<file path="src/rtl/fir_block_sequencer_if.sv">
// Signal bundle between the FIR block sequencer, the audio sample source/sink and
// the filter core. The master side is the sequencer; the slave side is its environment.
interface fir_block_sequencer_if #(
    parameter int SAMPLES_NUM = 4
) ();
    logic                        sample_valid;
    logic [15:0]                 sample;
    logic                        sample_ready;
    logic                        fir_start;
    logic [16*SAMPLES_NUM-1:0]   fir_data;
    logic                        fir_busy;
    logic                        fir_done;
    logic [32*SAMPLES_NUM-1:0]   fir_result;
    logic                        result_valid;
    logic [15:0]                 result;
    logic                        result_sat;
    logic                        result_ready;
    logic                        error;

    modport master (
        input  sample_valid, sample, fir_busy, fir_done, fir_result, result_ready,
        output sample_ready, fir_start, fir_data, result_valid, result, result_sat, error
    );

    modport slave (
        output sample_valid, sample, fir_busy, fir_done, fir_result, result_ready,
        input  sample_ready, fir_start, fir_data, result_valid, result, result_sat, error
    );
endinterface

</file>
<file path="src/rtl/fir_block_sequencer.sv">
// Gathers samples into blocks, runs the FIR core once per block, then streams the
// rounded/shifted/saturated lane results out over a valid/ready handshake.
module fir_block_sequencer #(
    parameter int SAMPLES_NUM    = 4,
    parameter int OUT_SHIFT      = 15,
    parameter int TIMEOUT_CYCLES = 8192
) (
    input logic                   clk,
    input logic                   rst,
    fir_block_sequencer_if.master bus
);
    localparam int DATA_W = 16 * SAMPLES_NUM;
    localparam int RES_W  = 32 * SAMPLES_NUM;
    localparam int LANE_W = (SAMPLES_NUM > 1) ? $clog2(SAMPLES_NUM) : 1;
    localparam int CNT_W  = $clog2(TIMEOUT_CYCLES + 1);

    localparam logic [LANE_W-1:0]  LAST_LANE = LANE_W'(SAMPLES_NUM - 1);
    localparam logic [CNT_W-1:0]   LAST_WAIT = CNT_W'(TIMEOUT_CYCLES - 1);
    localparam logic signed [32:0] ROUND     = 33'sd1 <<< (OUT_SHIFT - 1);
    localparam logic signed [32:0] SAT_MAX   = 33'sd32767;
    localparam logic signed [32:0] SAT_MIN   = -33'sd32768;

    typedef enum logic [1:0] {COLLECT, START, WAIT, EMIT} state_t;

    state_t              state,        state_n;
    logic                sample_ready, sample_ready_n;
    logic                fir_start,    fir_start_n;
    logic [DATA_W-1:0]   fir_data,     fir_data_n;
    logic                result_valid, result_valid_n;
    logic [15:0]         result,       result_n;
    logic                result_sat,   result_sat_n;
    logic                error,        error_n;
    logic [RES_W-1:0]    lanes,        lanes_n;
    logic [LANE_W-1:0]   lane_cnt,     lane_cnt_n;
    logic [LANE_W-1:0]   sample_cnt,   sample_cnt_n;
    logic [CNT_W-1:0]    wait_cnt,     wait_cnt_n;

    // Lane 0 sits in the most significant 32 bits of the result bus.
    function automatic logic [31:0] lane_of(input logic [RES_W-1:0] vec, input logic [LANE_W-1:0] idx);
        return vec[RES_W - 32*int'(idx) - 1 -: 32];
    endfunction

    // Returns {saturated, sample}; 33 bits keep the rounding add from overflowing.
    function automatic logic [16:0] convert(input logic [31:0] lane);
        logic signed [32:0] rounded;
        logic signed [32:0] shifted;
        rounded = $signed({lane[31], lane}) + ROUND;
        shifted = rounded >>> OUT_SHIFT;
        if (shifted > SAT_MAX)
            return {1'b1, 16'h7fff};
        else if (shifted < SAT_MIN)
            return {1'b1, 16'h8000};
        return {1'b0, shifted[15:0]};
    endfunction

    // NOTE: every variable gets its hold value first so no path through the case infers a latch.
    always_comb begin
        state_n        = state;
        sample_ready_n = 1'b0;
        fir_start_n    = 1'b0;
        fir_data_n     = fir_data;
        result_valid_n = result_valid;
        result_n       = result;
        result_sat_n   = result_sat;
        error_n        = 1'b0;
        lanes_n        = lanes;
        lane_cnt_n     = lane_cnt;
        sample_cnt_n   = sample_cnt;
        wait_cnt_n     = wait_cnt;

        case (state)
            COLLECT: begin
                sample_ready_n = 1'b1;
                if (bus.sample_valid && sample_ready) begin
                    fir_data_n = DATA_W'({fir_data, bus.sample});
                    if (sample_cnt == LAST_LANE) begin
                        sample_cnt_n   = '0;
                        sample_ready_n = 1'b0;
                        state_n        = START;
                    end else begin
                        sample_cnt_n = sample_cnt + 1'b1;
                    end
                end
            end
            START: begin
                if (!bus.fir_busy) begin
                    fir_start_n = 1'b1;
                    wait_cnt_n  = '0;
                    state_n     = WAIT;
                end
            end
            WAIT: begin
                // A done seen alongside our own start pulse belongs to no run of ours.
                if (bus.fir_done && !fir_start) begin
                    lanes_n                      = bus.fir_result;
                    {result_sat_n, result_n}     = convert(lane_of(bus.fir_result, '0));
                    result_valid_n               = 1'b1;
                    lane_cnt_n                   = '0;
                    state_n                      = EMIT;
                end else if (wait_cnt == LAST_WAIT) begin
                    error_n        = 1'b1;
                    sample_ready_n = 1'b1;
                    state_n        = COLLECT;
                end else begin
                    wait_cnt_n = wait_cnt + 1'b1;
                end
            end
            EMIT: begin
                if (result_valid && bus.result_ready) begin
                    if (lane_cnt == LAST_LANE) begin
                        result_valid_n = 1'b0;
                        sample_ready_n = 1'b1;
                        state_n        = COLLECT;
                    end else begin
                        lane_cnt_n               = lane_cnt + 1'b1;
                        {result_sat_n, result_n} = convert(lane_of(lanes, lane_cnt + 1'b1));
                    end
                end
            end
            default: state_n = COLLECT;
        endcase
    end

    // NOTE: the captured lane store is reset too, so a reset mid-run leaves no stale results behind.
    always_ff @(posedge clk) begin
        if (rst) begin
            state        <= COLLECT;
            sample_ready <= 1'b0;
            fir_start    <= 1'b0;
            fir_data     <= '0;
            result_valid <= 1'b0;
            result       <= '0;
            result_sat   <= 1'b0;
            error        <= 1'b0;
            lanes        <= '0;
            lane_cnt     <= '0;
            sample_cnt   <= '0;
            wait_cnt     <= '0;
        end else begin
            state        <= state_n;
            sample_ready <= sample_ready_n;
            fir_start    <= fir_start_n;
            fir_data     <= fir_data_n;
            result_valid <= result_valid_n;
            result       <= result_n;
            result_sat   <= result_sat_n;
            error        <= error_n;
            lanes        <= lanes_n;
            lane_cnt     <= lane_cnt_n;
            sample_cnt   <= sample_cnt_n;
            wait_cnt     <= wait_cnt_n;
        end
    end

    assign bus.sample_ready = sample_ready;
    assign bus.fir_start    = fir_start;
    assign bus.fir_data     = fir_data;
    assign bus.result_valid = result_valid;
    assign bus.result       = result;
    assign bus.result_sat   = result_sat;
    assign bus.error        = error;
endmodule

</file>
<file path="src/flat_wrapper.sv">
// flat-port wrapper written by rule: the top's interface ports become plain ports
module fir_block_sequencer_flat 
#(
    parameter int SAMPLES_NUM    = 4,
    parameter int OUT_SHIFT      = 15,
    parameter int TIMEOUT_CYCLES = 8192
)
  (clk, rst, bus_sample_valid, bus_sample, bus_fir_busy, bus_fir_done, bus_fir_result, bus_result_ready, bus_sample_ready, bus_fir_start, bus_fir_data, bus_result_valid, bus_result, bus_result_sat, bus_error);
  fir_block_sequencer_if #(.SAMPLES_NUM(SAMPLES_NUM)) bus_i ();
  input logic clk;
  input logic rst;
  input wire logic [$bits(bus_i.sample_valid)-1:0] bus_sample_valid;
  input wire logic [$bits(bus_i.sample)-1:0] bus_sample;
  input wire logic [$bits(bus_i.fir_busy)-1:0] bus_fir_busy;
  input wire logic [$bits(bus_i.fir_done)-1:0] bus_fir_done;
  input wire logic [$bits(bus_i.fir_result)-1:0] bus_fir_result;
  input wire logic [$bits(bus_i.result_ready)-1:0] bus_result_ready;
  output wire logic [$bits(bus_i.sample_ready)-1:0] bus_sample_ready;
  output wire logic [$bits(bus_i.fir_start)-1:0] bus_fir_start;
  output wire logic [$bits(bus_i.fir_data)-1:0] bus_fir_data;
  output wire logic [$bits(bus_i.result_valid)-1:0] bus_result_valid;
  output wire logic [$bits(bus_i.result)-1:0] bus_result;
  output wire logic [$bits(bus_i.result_sat)-1:0] bus_result_sat;
  output wire logic [$bits(bus_i.error)-1:0] bus_error;
  assign bus_i.sample_valid = bus_sample_valid;
  assign bus_i.sample = bus_sample;
  assign bus_i.fir_busy = bus_fir_busy;
  assign bus_i.fir_done = bus_fir_done;
  assign bus_i.fir_result = bus_fir_result;
  assign bus_i.result_ready = bus_result_ready;
  assign bus_sample_ready = bus_i.sample_ready;
  assign bus_fir_start = bus_i.fir_start;
  assign bus_fir_data = bus_i.fir_data;
  assign bus_result_valid = bus_i.result_valid;
  assign bus_result = bus_i.result;
  assign bus_result_sat = bus_i.result_sat;
  assign bus_error = bus_i.error;
  fir_block_sequencer #(.SAMPLES_NUM(SAMPLES_NUM), .OUT_SHIFT(OUT_SHIFT), .TIMEOUT_CYCLES(TIMEOUT_CYCLES)) u_core (.clk(clk), .rst(rst), .bus(bus_i));
endmodule
</file>
<file path="config.mk">
export PLATFORM = sky130hd
export DESIGN_NAME = fir_block_sequencer_flat
export DESIGN_NICKNAME = d
export VERILOG_FILES = /design/src/rtl/fir_block_sequencer_if.sv /design/src/rtl/fir_block_sequencer.sv /design/src/flat_wrapper.sv
export SDC_FILE = /design/constraint.sdc
export NUM_CORES = 1
export LEC_CHECK = 0
export BUFFER_PORTS_ARGS = -buffer_cell sky130_fd_sc_hd__buf_2
export CORE_MARGIN = 3
export CORE_UTILIZATION = 35
export CTS_BUF_LIST = sky130_fd_sc_hd__clkbuf_4
export CTS_CLUSTER_SIZE = 12
export DETAILED_ROUTE_END_ITERATION = 7
export GPL_ROUTABILITY_DRIVEN = 0
export GPL_TIMING_DRIVEN = 1
export PLACE_DENSITY = 0.61
export SLEW_MARGIN = 20
export SYNTH_ARGS = -nofsm -noshare
export SYNTH_HDL_FRONTEND = slang
export SYNTH_SLANG_ARGS = --single-unit
</file>
<file path="constraint.sdc">
create_clock -name clk -period 3.25 [get_ports clk]
set_input_delay 0.1625 -clock clk [delete_from_list [all_inputs] [get_ports clk]]
set_output_delay 0.1625 -clock clk [all_outputs]
set_load 0.02 [all_outputs]
</file>
==> summary by stage <==
Die
The initialized floorplan defines 53 standard-cell rows. After floorplanning, the core was sized to cover approximately 21000 µm². The chip width is between 150 and 200 µm. The initial utilization of the core area, before any placement, comes to 0.3617. The die boundary height is approximately 150 µm.

The floorplan step defined a die boundary enclosing around 24000 µm². ~240 I/O pins were placed.

Hold path
The worst hold-check path type is primary input to register. The cell depth of the worst hold path is 6. The worst min-delay path startpoint is bus_sample_valid. The hold path endpoint is u_core.bus.sample_ready.

Clock tree
The sink count of the clock tree is 177. The total number of H-tree levels is 4. TritonCTS built the clock tree. The buffer depth of the longest clock path is 2. Clock-pin slew was measured on the worst setup and hold paths at around 0.16 ns. The post-CTS setup-driven buffer insertion count is 0. Counting the buffers created by CTS gives 17.

The CTS root buffer is sky130_fd_sc_hd__clkbuf_4. The clock network latency to the later pin of the worst-skew pair is about 0.59 ns.

Synthesis
The Yosys step of the flow raised 0 warnings. In this run the cell area of the synthesized design comes to between 7000 and 8000 µm². The top-area cell type share of the netlist area is 0.4602. The synthesized netlist contains 41 unique library cells.

For this run, the leading register cell type out of synthesis is sky130_fd_sc_hd__dfxtp_1. Sorting the synthesized cells by area gives the leading types as sky130_fd_sc_hd__dfxtp_1 46%, sky130_fd_sc_hd__nand2_1 16%, sky130_fd_sc_hd__a21oi_1 9.5%, sky130_fd_sc_hd__mux4_2 5.0%, sky130_fd_sc_hd__clkbuf_1 2.5%. Yosys mapped a number of flops with a built-in enable equal to 0. The number of nets in the synthesized netlist is about 1100. In this run the mean area of a mapped cell was approximately 8.0 µm². The sequential-to-total area share from yosys stat is 0.4602. sky130_fd_sc_hd__nand2_1 is the most common cell in the netlist. Counting flops and latches in the post-synthesis netlist gives roughly 180. The cell taking the most area after synthesis is sky130_fd_sc_hd__dfxtp_1. Counting instances in the post-synthesis netlist gives the leading cell types as 326 x sky130_fd_sc_hd__nand2_1, 177 x sky130_fd_sc_hd__dfxtp_1, 146 x sky130_fd_sc_hd__a21oi_1, 52 x sky130_fd_sc_hd__clkbuf_1, 44 x sky130_fd_sc_hd__nor2_1. Counting every instance in the synthesized netlist gives 968.

In the synthesized netlist the async set-or-reset flop fraction comes to 0.

Critical path
The critical path contains buffers and inverters numbering 2 combined. The worst reg2reg path startpoint is u_core.lane_cnt[0]. For the worst setup path, the data required time is about 3.7 ns. The count of cells along the worst register-to-register path is 11. The type of element capturing the critical path is a register. The worst setup path is launched from a register. The largest driver fanout on the critical path is 16. The critical path is of the register to register type. The library cell contributing the largest single delay on the critical path is sky130_fd_sc_hd__ha_2. Walking the worst path, the cells encountered are inv_1, ha_2, mux4_2, and2_1, ha_1, inv_1, nor4_4, nand2_2, mux2_4, a211oi_1, o21ai_0.

The most frequent cell on the critical path is sky130_fd_sc_hd__inv_1. The peak per-stage delay on the critical path is 0.44 ns. The setup slack of the worst register-to-register path is approximately 0.23 ns. The endpoint of the lowest-slack register-to-register path is u_core.bus.result[1].

In this design, the largest share of critical-path delay is due to simple AND/OR/NAND/NOR gates. The signal arrival time at the worst endpoint is 3.50 ns.

Timing
The final count of negative-setup-slack endpoints is 0. The clock skew after layout is about 0.020 ns. The number of failing hold endpoints at the final stage is 0.

The final worst slack is between 0.2 and 0.25 ns. For the pin with the worst max-slew slack, the measured transition is 0.9045 ns. Dividing the final minimum period by the clock period gives 0.9282.

The worst slew margin relative to its limit is 0.3970. For the final routed database, the setup TNS stands at 0 ns. For this run, the top clock speed supported by timing is 0.3315 GHz. Hold is met by about 0.076 ns. The count of final max-slew check failures is 0.

The minimum clock period after layout is 3.017 ns.

Route
In the detailed route, the total length drawn on met2 is between 10000 and 15000 µm. In this run the remaining antenna-violating nets after routing total 0. For this block, the initial DRC count from the detailed router was ~370.

For this run, the detailed router's first-pass iteration total came to 5. The routed length on met3 is about 1200 µm. The post-detailed-route wirelength per cell is approximately 15 µm. After detailed routing, the number of remaining DRC violations is 0.

The routed metal-1 wirelength is a little over 10000 µm. Dividing the detail-routed via count by the number of cells gives 4.861. The vias after detailed routing is approximately 7300.

The routed wire length is around 22000 µm. The detailed router used layers up to and including met4.

Place
Detailed placement ended at an HPWL of 14740 µm. The placed cell area is approximately 8800 µm². Input and output buffers added on the ports amount to 178. The post-placement setup slack is ~0.16 ns.

Global route
Entering global routing, the biggest net connects between 80 and 90 pins. The via count of the first global-routing pass is between 6000 and 7000. The global-route wire length before repair is between 30000 and 40000 µm. The total global routing overflow is 0. For this run, the total global-route usage over all layers was measured as 0.1823. The number of antenna violations at the first check in global routing is 2.

Pwr
In this run the static leakage power is between 0.003 and 0.004 µW. The worst-case IR drop observed on VDD is approximately 0.29 mV. Power spread over the standard cell area amounts to between 300 and 400 nW/µm².

Final layout
Compared with the post-synthesis result, the final layout area differs by 30.66%. Fill cells in the final layout number just over 2000. The final layout contains between 1000 and 1500 nets. Summing all non-filler instances in the final layout gives an area of 10060 µm². The fraction of final layout cells with drive strength greater than 1 is 0.2108. Once layout is complete, the utilization of the core stands at 0.4726.

Status
The run finished with clean final reports.

Flow run
The reported max-cap violation count is 0.
## layout by cell type, fill, tap and decap left out, types with 6 or more instances in the layout
master,instances
sky130_fd_sc_hd__nor2_1,43
sky130_fd_sc_hd__inv_1,9
sky130_fd_sc_hd__xnor2_1,20
sky130_fd_sc_hd__a211oi_1,18
sky130_fd_sc_hd__o21ai_1,11
sky130_fd_sc_hd__o21ai_0,25
sky130_fd_sc_hd__nand3_1,22
sky130_fd_sc_hd__a21oi_1,146
sky130_fd_sc_hd__buf_4,17
sky130_fd_sc_hd__nor3_1,11
sky130_fd_sc_hd__clkbuf_4,17
sky130_fd_sc_hd__mux4_2,17
sky130_fd_sc_hd__dlygate4sd3_1,92
sky130_fd_sc_hd__dfxtp_1,176
sky130_fd_sc_hd__xor2_1,21
sky130_fd_sc_hd__buf_2,177
sky130_fd_sc_hd__ha_1,6
sky130_fd_sc_hd__nand4_1,11
sky130_fd_sc_hd__nand2_1,325
## per-stage QoR
stage | instances | power [µW]
CTS | 1499 | 3914
global route | 1501 | 4052
global placement | 1375 | 2478
detailed placement | 1375 | 2477
floorplan | 968 | 2362
finish | 1501 | 3864
## what timing repair did
action,4_1_cts,5_1_grt
hold buffers,92,0
setup endpoints to repair,0,9
hold endpoints to repair,94,0
gates resized for setup,0,1
## sequential cells by signal, indices dropped and copies added, names as in the netlist
signal / cells
u_core.bus.error: 1
u_core.bus.fir_data: 64
u_core.bus.fir_start: 1
u_core.bus.result: 16
u_core.bus.result_sat: 1
u_core.bus.result_valid: 1
u_core.bus.sample_ready: 1
u_core.lane_cnt: 2
u_core.lanes: 72
u_core.sample_cnt: 2
u_core.state: 2
u_core.wait_cnt: 14
## layout make-up
class                      instances  area [µm²]  area share
multi-input combinational        720        3885      0.3861
clock inverter                    15       186.4     0.01853
sequential                       177        3545      0.3523
tap                              275       344.1     0.03420
inverter                           9       33.78    0.003358
clock buffer                      17       127.6     0.01268
antenna                            2       5.005   0.0004975
timing repair buffer             286        1934      0.1923
## cell families after synthesis
group / after synthesis / share of synthesized area
buffers and inverters: 71 / 0.03802
DFF: 177 / 0.4602
muxes: 19 / 0.05509
adders and majority gates: 7 / 0.01137
and+or+nand+nor: 444 / 0.2423
AOI/OAI and AO/OA: 209 / 0.1464
xor gates and xnor gates: 41 / 0.04664
## power by group
part	total, µW	internal [µW]	leakage (µW)	switching [µW]
registers	2200	2190	0.00143	12.7
logic	318	150	0.00231	168
clock network	1340	432	0.000165	913
total	3860	2770	0.00390	1090
## tightest hold or removal path: cells and delay by family
kind                   cells  cell delay [ns]
and+or+nand+nor            4             0.31
AOI/OAI and AO/OA          1             0.07
buffers and inverters      1             0.08
## worst max-delay path by stage
stage	from	endpoint	cells after the start	slack, ns
2_1_floorplan	u_core.lane_cnt[0]	u_core.bus.result[10]	15	0.06
3_3_place_gp	u_core.lane_cnt[0]	u_core.bus.result[2]	10	0.21
3_5_place_dp	u_core.lane_cnt[0]	u_core.bus.result[2]	11	0.16
4_1_cts	u_core.lane_cnt[0]	u_core.bus.result[2]	10	0.13
5_1_grt	u_core.lane_cnt[0]	u_core.bus.result[2]	11	-0.0007
6_report	u_core.lane_cnt[0]	u_core.bus.result[1]	11	0.23
## routing by layer
layer,up-vias,GRT usage
li1,3745,-
met1,3326,0.2516
met2,204,0.2862
met3,21,0.04001
met4,0,0.05677
met5,-,0
Power figures use the tool's default switching activity.
